### config.mk
export PLATFORM = sky130hd
export DESIGN_NAME = pcs_tx_encoder
export DESIGN_NICKNAME = d
export VERILOG_FILES = /design/src/rtl/pcs_tx_encoder.sv
export SDC_FILE = /design/constraint.sdc
export NUM_CORES = 1
export LEC_CHECK = 0
export ABC_AREA = 0
export CAP_MARGIN = 20
export CORE_MARGIN = 1.5
export CORE_UTILIZATION = 24
export DETAILED_ROUTE_END_ITERATION = 6
export GPL_ROUTABILITY_DRIVEN = 0
export GPL_TIMING_DRIVEN = 0
export PLACE_DENSITY_LB_ADDON = 0.25
export SYNTH_ARGS = -nofsm -noshare
export SYNTH_HDL_FRONTEND = slang
export SYNTH_SLANG_ARGS = --single-unit
export TNS_END_PERCENT = 100
### constraint.sdc
create_clock -name i_clk -period 4.15 [get_ports i_clk]
set_input_delay 1.245 -clock i_clk [delete_from_list [all_inputs] [get_ports i_clk]]
set_output_delay 1.245 -clock i_clk [all_outputs]
set_load 0.005 [all_outputs]
### src/rtl/pcs_tx_encoder.sv
`default_nettype none
// ============================================================================
// Module   : pcs_tx_encoder
// Function : 64b/66b transmit encoder. Packs XGMII beats into 8-lane blocks,
//            classifies them (C/S/D/T/E) and emits 66b blocks one cycle later.
// Revision : 1.0
// ============================================================================
module pcs_tx_encoder #(
    parameter int DATA_WIDTH    = 64,
    parameter int ERR_CNT_WIDTH = 16
) (
    input  logic                     i_clk,
    input  logic                     i_reset,
    input  logic                     i_valid,
    input  logic [DATA_WIDTH-1:0]    i_txd,
    input  logic [DATA_WIDTH/8-1:0]  i_txc,
    output logic                     o_valid,
    output logic [1:0]               o_header,
    output logic [63:0]              o_data,
    output logic [ERR_CNT_WIDTH-1:0] o_err_count
);

    localparam logic [1:0]  C_HDR_DATA = 2'b10;
    localparam logic [1:0]  C_HDR_CTRL = 2'b01;
    localparam logic [63:0] C_E_BLOCK  = {{8{7'h1E}}, 8'h1E};

    localparam logic [2:0]  C_BT_C = 3'd0;
    localparam logic [2:0]  C_BT_S = 3'd1;
    localparam logic [2:0]  C_BT_D = 3'd2;
    localparam logic [2:0]  C_BT_T = 3'd3;
    localparam logic [2:0]  C_BT_E = 3'd4;

    typedef enum logic [2:0] {
        TX_INIT = 3'd0,
        TX_C    = 3'd1,
        TX_D    = 3'd2,
        TX_T    = 3'd3,
        TX_E    = 3'd4
    } tx_state_t;

    // {valid, 7-bit block code} for an XGMII control character
    function automatic logic [7:0] ctrl_code(input logic [7:0] b);
        case (b)
            8'h07:   ctrl_code = {1'b1, 7'h00};
            8'h06:   ctrl_code = {1'b1, 7'h06};
            8'hFE:   ctrl_code = {1'b1, 7'h1E};
            8'h1C:   ctrl_code = {1'b1, 7'h2D};
            8'h3C:   ctrl_code = {1'b1, 7'h33};
            8'h7C:   ctrl_code = {1'b1, 7'h4B};
            8'hBC:   ctrl_code = {1'b1, 7'h55};
            8'hDC:   ctrl_code = {1'b1, 7'h66};
            8'hF7:   ctrl_code = {1'b1, 7'h78};
            default: ctrl_code = 8'h00;
        endcase
    endfunction

    function automatic logic [7:0] t_type(input logic [2:0] k);
        case (k)
            3'd0:    t_type = 8'h87;
            3'd1:    t_type = 8'h99;
            3'd2:    t_type = 8'hAA;
            3'd3:    t_type = 8'hB4;
            3'd4:    t_type = 8'hCC;
            3'd5:    t_type = 8'hD2;
            3'd6:    t_type = 8'hE1;
            default: t_type = 8'hFF;
        endcase
    endfunction

    // ------------------------------------------------------------------
    // Beat assembly into a full 8-lane block
    // ------------------------------------------------------------------
    logic        w_blk_valid;
    logic [63:0] w_txd;
    logic [7:0]  w_txc;

    generate
        if (DATA_WIDTH == 64) begin : g_w64
            assign w_blk_valid = i_valid;
            assign w_txd       = i_txd;
            assign w_txc       = i_txc;
        end else if (DATA_WIDTH == 32) begin : g_w32
            logic        r_phase;
            logic [31:0] r_lo_txd;
            logic [3:0]  r_lo_txc;

            always_ff @(posedge i_clk) begin
                if (i_reset) begin
                    r_phase  <= 1'b0;
                    r_lo_txd <= '0;
                    r_lo_txc <= '0;
                end else if (i_valid) begin
                    r_phase <= ~r_phase;
                    if (!r_phase) begin
                        r_lo_txd <= i_txd;
                        r_lo_txc <= i_txc;
                    end
                end
            end

            assign w_blk_valid = i_valid & r_phase;
            assign w_txd       = {i_txd, r_lo_txd};
            assign w_txc       = {i_txc, r_lo_txc};
        end else begin : g_bad_width
            $error("pcs_tx_encoder: DATA_WIDTH must be 32 or 64");
            assign w_blk_valid = 1'b0;
            assign w_txd       = '0;
            assign w_txc       = '0;
        end
    endgenerate

    // ------------------------------------------------------------------
    // Lane decode
    // ------------------------------------------------------------------
    logic [7:0] w_code_ok;
    logic [6:0] w_code [8];

    always_comb begin
        logic [7:0] cc;
        for (int i = 0; i < 8; i++) begin
            cc           = ctrl_code(w_txd[8*i +: 8]);
            w_code_ok[i] = w_txc[i] & cc[7];
            w_code[i]    = cc[6:0];
        end
    end

    logic       w_is_d;
    logic       w_is_c;
    logic       w_is_o0;
    logic       w_is_s0;
    logic       w_is_s4;
    logic       w_t_hit;
    logic [2:0] w_t_lane;

    assign w_is_d  = (w_txc == 8'h00);
    assign w_is_c  = &w_code_ok;
    assign w_is_o0 = (w_txc == 8'hF1) &&
                     ((w_txd[7:0] == 8'h9C) || (w_txd[7:0] == 8'h5C)) &&
                     (w_txd[63:32] == 32'h0707_0707);
    assign w_is_s0 = (w_txc == 8'h01) && (w_txd[7:0] == 8'hFB);
    assign w_is_s4 = (w_txc[7:4] == 4'b0001) && (w_txd[39:32] == 8'hFB) &&
                     (&w_code_ok[3:0]);

    // Terminate: lanes below k are data, lane k is FD, lanes above are control
    always_comb begin
        w_t_hit  = 1'b0;
        w_t_lane = 3'd0;
        for (int k = 0; k < 8; k++) begin
            if (!w_t_hit && (w_txc == (8'hFF << k)) && (w_txd[8*k +: 8] == 8'hFD)) begin
                w_t_hit  = 1'b1;
                w_t_lane = 3'(k);
            end
        end
    end

    // ------------------------------------------------------------------
    // Block encoding for the classified type
    // ------------------------------------------------------------------
    logic [2:0]  w_kind;
    logic [1:0]  w_enc_hdr;
    logic [63:0] w_enc_data;

    always_comb begin
        w_kind     = C_BT_E;
        w_enc_hdr  = C_HDR_CTRL;
        w_enc_data = C_E_BLOCK;
        if (w_is_d) begin
            w_kind     = C_BT_D;
            w_enc_hdr  = C_HDR_DATA;
            w_enc_data = w_txd;
        end else if (w_is_c) begin
            w_kind          = C_BT_C;
            w_enc_data      = '0;
            w_enc_data[7:0] = 8'h1E;
            for (int i = 0; i < 8; i++) begin
                w_enc_data[8 + 7*i +: 7] = w_code[i];
            end
        end else if (w_is_o0) begin
            w_kind     = C_BT_C;
            w_enc_data = {28'h0, (w_txd[7:0] == 8'h5C) ? 4'hF : 4'h0,
                          w_txd[31:8], 8'h4B};
        end else if (w_is_s0) begin
            w_kind     = C_BT_S;
            w_enc_data = {w_txd[63:8], 8'h78};
        end else if (w_is_s4) begin
            w_kind     = C_BT_S;
            w_enc_data = {w_txd[63:40], 4'h0, w_code[3], w_code[2],
                          w_code[1], w_code[0], 8'h33};
        end else if (w_t_hit) begin
            w_kind          = C_BT_T;
            w_enc_data      = '0;
            w_enc_data[7:0] = t_type(w_t_lane);
            for (int j = 0; j < 7; j++) begin
                if (3'(j) < w_t_lane) begin
                    w_enc_data[8 + 8*j +: 8] = w_txd[8*j +: 8];
                end
            end
        end
    end

    // ------------------------------------------------------------------
    // Transmit state machine and registered outputs
    // ------------------------------------------------------------------
    tx_state_t              r_state;
    logic                   r_valid;
    logic [1:0]             r_header;
    logic [63:0]            r_data;
    logic [ERR_CNT_WIDTH-1:0] r_err_count;

    logic      w_accept;
    tx_state_t w_next;

    always_comb begin
        case (r_state)
            TX_INIT, TX_C, TX_T: w_accept = (w_kind == C_BT_C) || (w_kind == C_BT_S);
            TX_D:                w_accept = (w_kind == C_BT_D) || (w_kind == C_BT_T);
            TX_E:                w_accept = (w_kind == C_BT_C) || (w_kind == C_BT_D) ||
                                            (w_kind == C_BT_T);
            default:             w_accept = 1'b0;
        endcase
        case (w_kind)
            C_BT_C:  w_next = TX_C;
            C_BT_S:  w_next = TX_D;
            C_BT_D:  w_next = TX_D;
            C_BT_T:  w_next = TX_T;
            default: w_next = TX_E;
        endcase
    end

    always_ff @(posedge i_clk) begin
        if (i_reset) begin
            r_state     <= TX_INIT;
            r_valid     <= 1'b0;
            r_header    <= 2'b00;
            r_data      <= '0;
            r_err_count <= '0;
        end else begin
            r_valid <= w_blk_valid;
            if (w_blk_valid) begin
                if (w_accept) begin
                    r_header <= w_enc_hdr;
                    r_data   <= w_enc_data;
                    r_state  <= w_next;
                end else begin
                    r_header <= C_HDR_CTRL;
                    r_data   <= C_E_BLOCK;
                    r_state  <= TX_E;
                    if (r_err_count != '1) begin
                        r_err_count <= r_err_count + ERR_CNT_WIDTH'(1);
                    end
                end
            end
        end
    end

    assign o_valid     = r_valid;
    assign o_header    = r_header;
    assign o_data      = r_data;
    assign o_err_count = r_err_count;

endmodule
`default_nettype wire

* After elaboration in Yosys (flattened, before gate mapping) *
Index checks and enable logic that the tools add are counted.

storage, ports and cells
  RAM bits = 0
  register bits = 86
  output and inout bits = 83
  input port bits = 75
  memories = 0
  bits in latches = 0
  bits in read-only memories = 0
  logic and storage cells = 223

operators by class
  order comparisons = 7
  multipliers = 0
  shifts and indexed selects = 0
  bitwise operators = 9
  divide/modulo/power cells = 0
  reductions and logical operators = 41
  mux-type cells = 50
  equal/unequal tests = 110
  add/sub/neg operators = 1

operator list
  operator               number
  $pmux 8 s9             8
  $mux 64                7
  $eq 8x8->1 const B     52
  $eq 8x3->1 const B     16
  $eq 8x7->1 const B     9
  $eq 8x5->1 const B     8
  $eq 8x6->1 const B     8
  $mux 8                 7
  $pmux 7 s7             1
  $mux 3                 13
  $eq 32x27->1 const B   1
  $logic_and 1x1->1      20
  $eq 3x2->1 const B     6
  $add 16x1->16 const B  1
  $ne 16x16->1 const B   1
  $eq 3x3->1 const B     4
  $eq 3x1->1 const B     3
  $logic_not 3->1        3
  $lt 3x3->1 const A     3
  $mux 1                 9
  $pmux 3 s3             1
  $and 1x1->1            8
  $eq 8x1->1 const B     1
  $logic_not 8->1        1
  other kinds (14)       27

* Longest topological paths before layout *
  depth after elaboration = 43
  depth in mapped cells = 14
  gate-level depth less buffers = 12

* Worst setup path before layout *
No wires, ideal clock.

  path type = input to register
  from = in i_txc[3]
  to = reg r_data[2] (netlist: o_data[2])
  data arrival time = 3.623 ns
  required time = 4.059 ns
  path buffers = 2
  setup slack = 0.436 ns
  stages = 12
  library setup time = 0.091 ns
  cells stage by stage = or4_1 -> buf_2 -> nor4_1 -> a21oi_1 -> nand2_1 -> inv_1 -> ha_1 -> clkbuf_1 -> nor2_1 -> a21oi_1 -> a211o_1 -> a311oi_1

on the way
  longest elaborated chain between the ends = 42
  elaborated cells between the ends (all ways) = 85
  those cells by class = eq/ne: 19; mux: 30; bitwise: 1; reduce/logical: 35

ends and longest elaborated chain
  item                                                  RTL line       source
  from (decl)                                           16             input logic [DATA_WIDTH/8-1:0] i_txc,
  $eq 8x8->1                                            149            if (!w_t_hit && (w_txc == (8'hFF << k)) && (w_txd[8*k +: 8] == 8'hFD)) begin
  $logic_and 1x1->1                                     149
  $mux 1                                                149
  $logic_not 1->1                                       149
  $logic_and 1x1->1 (2 in a row)                        149
  $mux 1                                                149
  $logic_not 1->1                                       149
  $logic_and 1x1->1 (2 in a row)                        149
  [23 not listed]                                       --
  $mux 3                                                182            end else if (w_is_s0) begin
  $mux 3                                                178            end else if (w_is_o0) begin
  $mux 3                                                171            end else if (w_is_c) begin
  $mux 3                                                167            if (w_is_d) begin
  $eq 3x2->1 / $logic_not 3->1 (equally long branches)  216, 217, 215
  $logic_or 1x1->1 (2 in a row)                         217            TX_E: w_accept = (w_kind == C_BT_C) || (w_kind == C_BT_D) ||
  $pmux 1 s3                                            214            case (r_state)
  $mux 64 *                                             240            if (w_accept) begin
  to (signal assigned)                                  242            r_data <= w_enc_data;
  to (decl)                                             207            logic [63:0] r_data;

Mark *: on every way between the ends. The rest lies on a longest branch, timed or not.
A chain may end at the register's enable or synchronous reset.

* Final worst setup path *
  from = in i_txd[13]
  to = reg r_data[32] (netlist: o_data[32])

on the way
  longest elaborated chain between the ends = 38
  elaborated cells between the ends (all ways) = 72
  those cells by class = order compare: 1; eq/ne: 13; mux: 30; bitwise: 1; reduce/logical: 27

ends and longest elaborated chain
  item                                                  RTL line       source
  from (decl)                                           15             input logic [DATA_WIDTH-1:0] i_txd,
  $eq 8x8->1                                            149
  $logic_and 1x1->1                                     149
  $mux 1                                                149
  $logic_not 1->1                                       149
  $logic_and 1x1->1 (2 in a row)                        149
  $mux 1                                                149
  $logic_not 1->1                                       149
  $logic_and 1x1->1 (2 in a row)                        149
  [19 not listed]                                       --
  $mux 3                                                182
  $mux 3                                                178
  $mux 3                                                171
  $mux 3                                                167
  $eq 3x2->1 / $logic_not 3->1 (equally long branches)  216, 217, 215
  $logic_or 1x1->1 (2 in a row)                         217
  $pmux 1 s3                                            214
  $mux 64 *                                             240

Marks and branches as above.

==> results.yml <==
power_and_ir_drop:
  intPower_mw: 1.50
  p_clk_frac: 0.370
  p_switching_mw: 0.666
  p_sw_frac: 0.307
  power_frac_seq: 0.405
  power_frac_comb: 0.225
  p_per_area_nw_per_um2: 208
  p_leak_nw: 3.80
  power.total_mw: 2.17
  ir_worst_vdd_v: 0.000206
synth:
  yosysUniqueCellTypes: 99
  synthTopCellsByArea: "dfxtp_1 (23%), nand2_1 (5.8%), nor2_1 (5.2%), a21oi_1 (4.8%), o21ai_0 (4.4%)"
  syn-mean-instance-area_sq_um: 7.28
  syn_nets: 1128
  synth_largest_area_cell: "dfxtp_1"
  synth_warnings: 0
  synth_top_area_frac: 0.226
  async_reset_ff_frac: 0
  synth_commonest_cells: "nand2_1 (118), nor2_1 (105), dfxtp_1 (86)"
  synth-seq-cells: 86
  ys.flop_type: "dfxtp_1"
  netlist_instances: 1047
  synth_edf_count: 0
  synth_most_common_cell: "nand2_1"
  ys_seq_area_frac: 0.226
  netlist_area_sq_um: 7620
layout:
  nets: 1302
  area_growth_pct: 36.9
  final_layout_size_suffix_gt1_frac: 0.148
  num_antenna_cells: 0
  fin_area_sq_um: 10400
  fin_util: 0.332
detailed_routing:
  wl_per_cell_um: 21.3
  routed_wl_um: 34600
  top_layer: "met4"
  drtPass1Iterations: 7
  drtIter0Drc: 1074
  met1_length_um: 15300
  wl_met3_um: 3250
  vias: 9169
  via_per_inst: 5.63
  drc: 0
  wl_met2_um: 15300
  postRouteAntennaNets: 0
timing:
  fin_crit_sh: 0.981
  final-max-slew-violation-count: 0
  worstMarginPinSlew_ps: 702
  finalSetupTns_ps: 0
  fin_crit_ps: 4070
  finalSetupViolations: 0
  finClkSkew_ps: 9.31
  relSlewSlack: 0.532
  final-hold-violation-count: 0
  clock.fmax_ghz: 0.246
clock_tree:
  path_clk_slew_ps: 70
  cts-root-buf: "clkbuf_16"
  cts_sinks: 86
  cts_tree: "yes"
  cts.hold.buffers_added: 0
  clk-insertion-delay-late_ps: 350
  cts_htree_levels: 3
  cts_buffer_depth: 2
  cts_buffers: 9
floorplan:
  rows: 65
  fp.dieH_um: 181
  dieWidth_um: 181
  die_area_sq_um: 32800
  ios: 158
  initial_core_util: 0.243
  core_area_sq_um: 31400
critical_path:
  start_kind: "input port"
  slowest_delay_ps: 560
  required_ps: 4350
  crit_family: "compound AO/OA/AOI/OAI gates"
  worstPathArrival_ps: 4270
  endpoint_kind: "flop"
  critPathKind: "input port to flop"
  crit_path_top_delay_cell: "or4_4"
  crit_fanout: 10
  path_buf_inv: 3
  cp_cell_sequence: "clkdlybuf4s50_1 > or4_4 > o22ai_2 > a32oi_4 > a2111oi_4 > nand2_1 > nor2_4 > o21a_4 > buf_8 > buf_6 > a41oi_1"
placed_design:
  dpl.hpwl_um: 26900
  port_buffers: 137
  place_area_sq_um: 9500
run_status:
  outcome: "complete, no violations"
grt:
  track_usage: 0.203
  grt_max_degree: 16
  grt_pass1_vias: 8555
  grt_pass1_wl_um: 51700
  antenna_found_initial: 0
  overflow: 0
hold_path:
  hold_class: "flop to flop"
job:
  drv_cap: 0
[sequential cells by signal, indices dropped and copies added, names as in the netlist]
register and cells:
r_state 3, o_err_count 16, o_data 64, o_valid 1
o_header 2
[cell families (layout without fill, tap and decap cells)]
group                    after synthesis  count (layout)  share of synthesized area
AND/OR/NAND/NOR                      465             465                      0.342
AO/OA/AOI/OAI                        349             350                      0.310
buffers and inverters                105             283                     0.0665
flip-flops                            86              86                      0.226
XOR/XNOR                              21              21                     0.0241
multiplexers                          15              15                     0.0217
adder cells (fa/ha/maj)                6               6                    0.00985
[stage by stage]
stage,hold WS [ps],std cells,setup slack [ps]
after floorplan,439,1047,436
after global placement,434,1586,-940
after detailed placement,444,1586,-948
after CTS,453,1613,0.519
after global routing,479,1628,-20.0
final,453,1628,77.5
[path summary, 6_finish.rpt]
check,startpoint,to,slack [ps],depth (start not counted)
worst min-delay path,o_data[57],o_data[57],450,2
worst max-delay path,i_txd[13],o_data[32],80,11
worst max register to register,o_err_count[3],o_err_count[13],1260,10
worst min register to register,o_data[57],o_data[57],450,2
[worst min-delay path: stages, from the launching register on]
cell and delay [ps]:
dfxtp_1 310, nand2_1 50, o21ai_1 50
[power groups by stage]
stage / clock network, mW / logic [mW] / registers [mW]
floorplan: 0 / 0.227 / 0.892
global placement: 0 / 0.454 / 0.895
detailed placement: 0 / 0.457 / 0.896
CTS: 0.814 / 0.465 / 0.877
global route: 0.849 / 0.524 / 0.880
finish: 0.804 / 0.488 / 0.878
[area by class of cell]
| type | instances | area, sq um |
|---|---|---|
| Buffer | 88 | 484 |
| Fill cell | 3372 | 21000 |
| Inverter | 17 | 63.8 |
| Sequential cell | 86 | 1720 |
| Tap cell | 402 | 503 |
| Multi-Input combinational cell | 857 | 5760 |
| Timing Repair Buffer | 162 | 1620 |
| Clock buffer | 11 | 253 |
| Clock inverter | 5 | 40.0 |
[routing by layer]
metal	vias to the layer above	global-route usage
li1	4282	-
met1	4342	0.281
met2	487	0.313
met3	58	0.0409
met4	0	0.0687
met5	-	0
[cell usage in the layout (no fill, tap or decap), types with 12 or more instances in the layout]
cell and n:
xor2_1 13, nor3_1 26, nor2b_1 24, a311oi_1 13, a22o_1 14, a211oi_1 19, or3_1 19, dlymetal6s2s_1 18
a31oi_1 21, o22ai_1 12, o21ai_0 62, o21ai_1 29, clkbuf_1 43, nand3_1 23, inv_1 16, nand3b_1 14
nand4_1 14, buf_4 28, nand2_1 117, clkdlybuf4s50_1 111, a21oi_1 68, dfxtp_1 86, nor2_1 99
[what timing repair did]
item,4_1_cts,5_1_grt
resized for setup,55,74
cloned,0,1
endpoints found under the setup margin,85,82
pin swaps,9,21
buffers inserted,11,14
(Power assumes the default switching activity.)
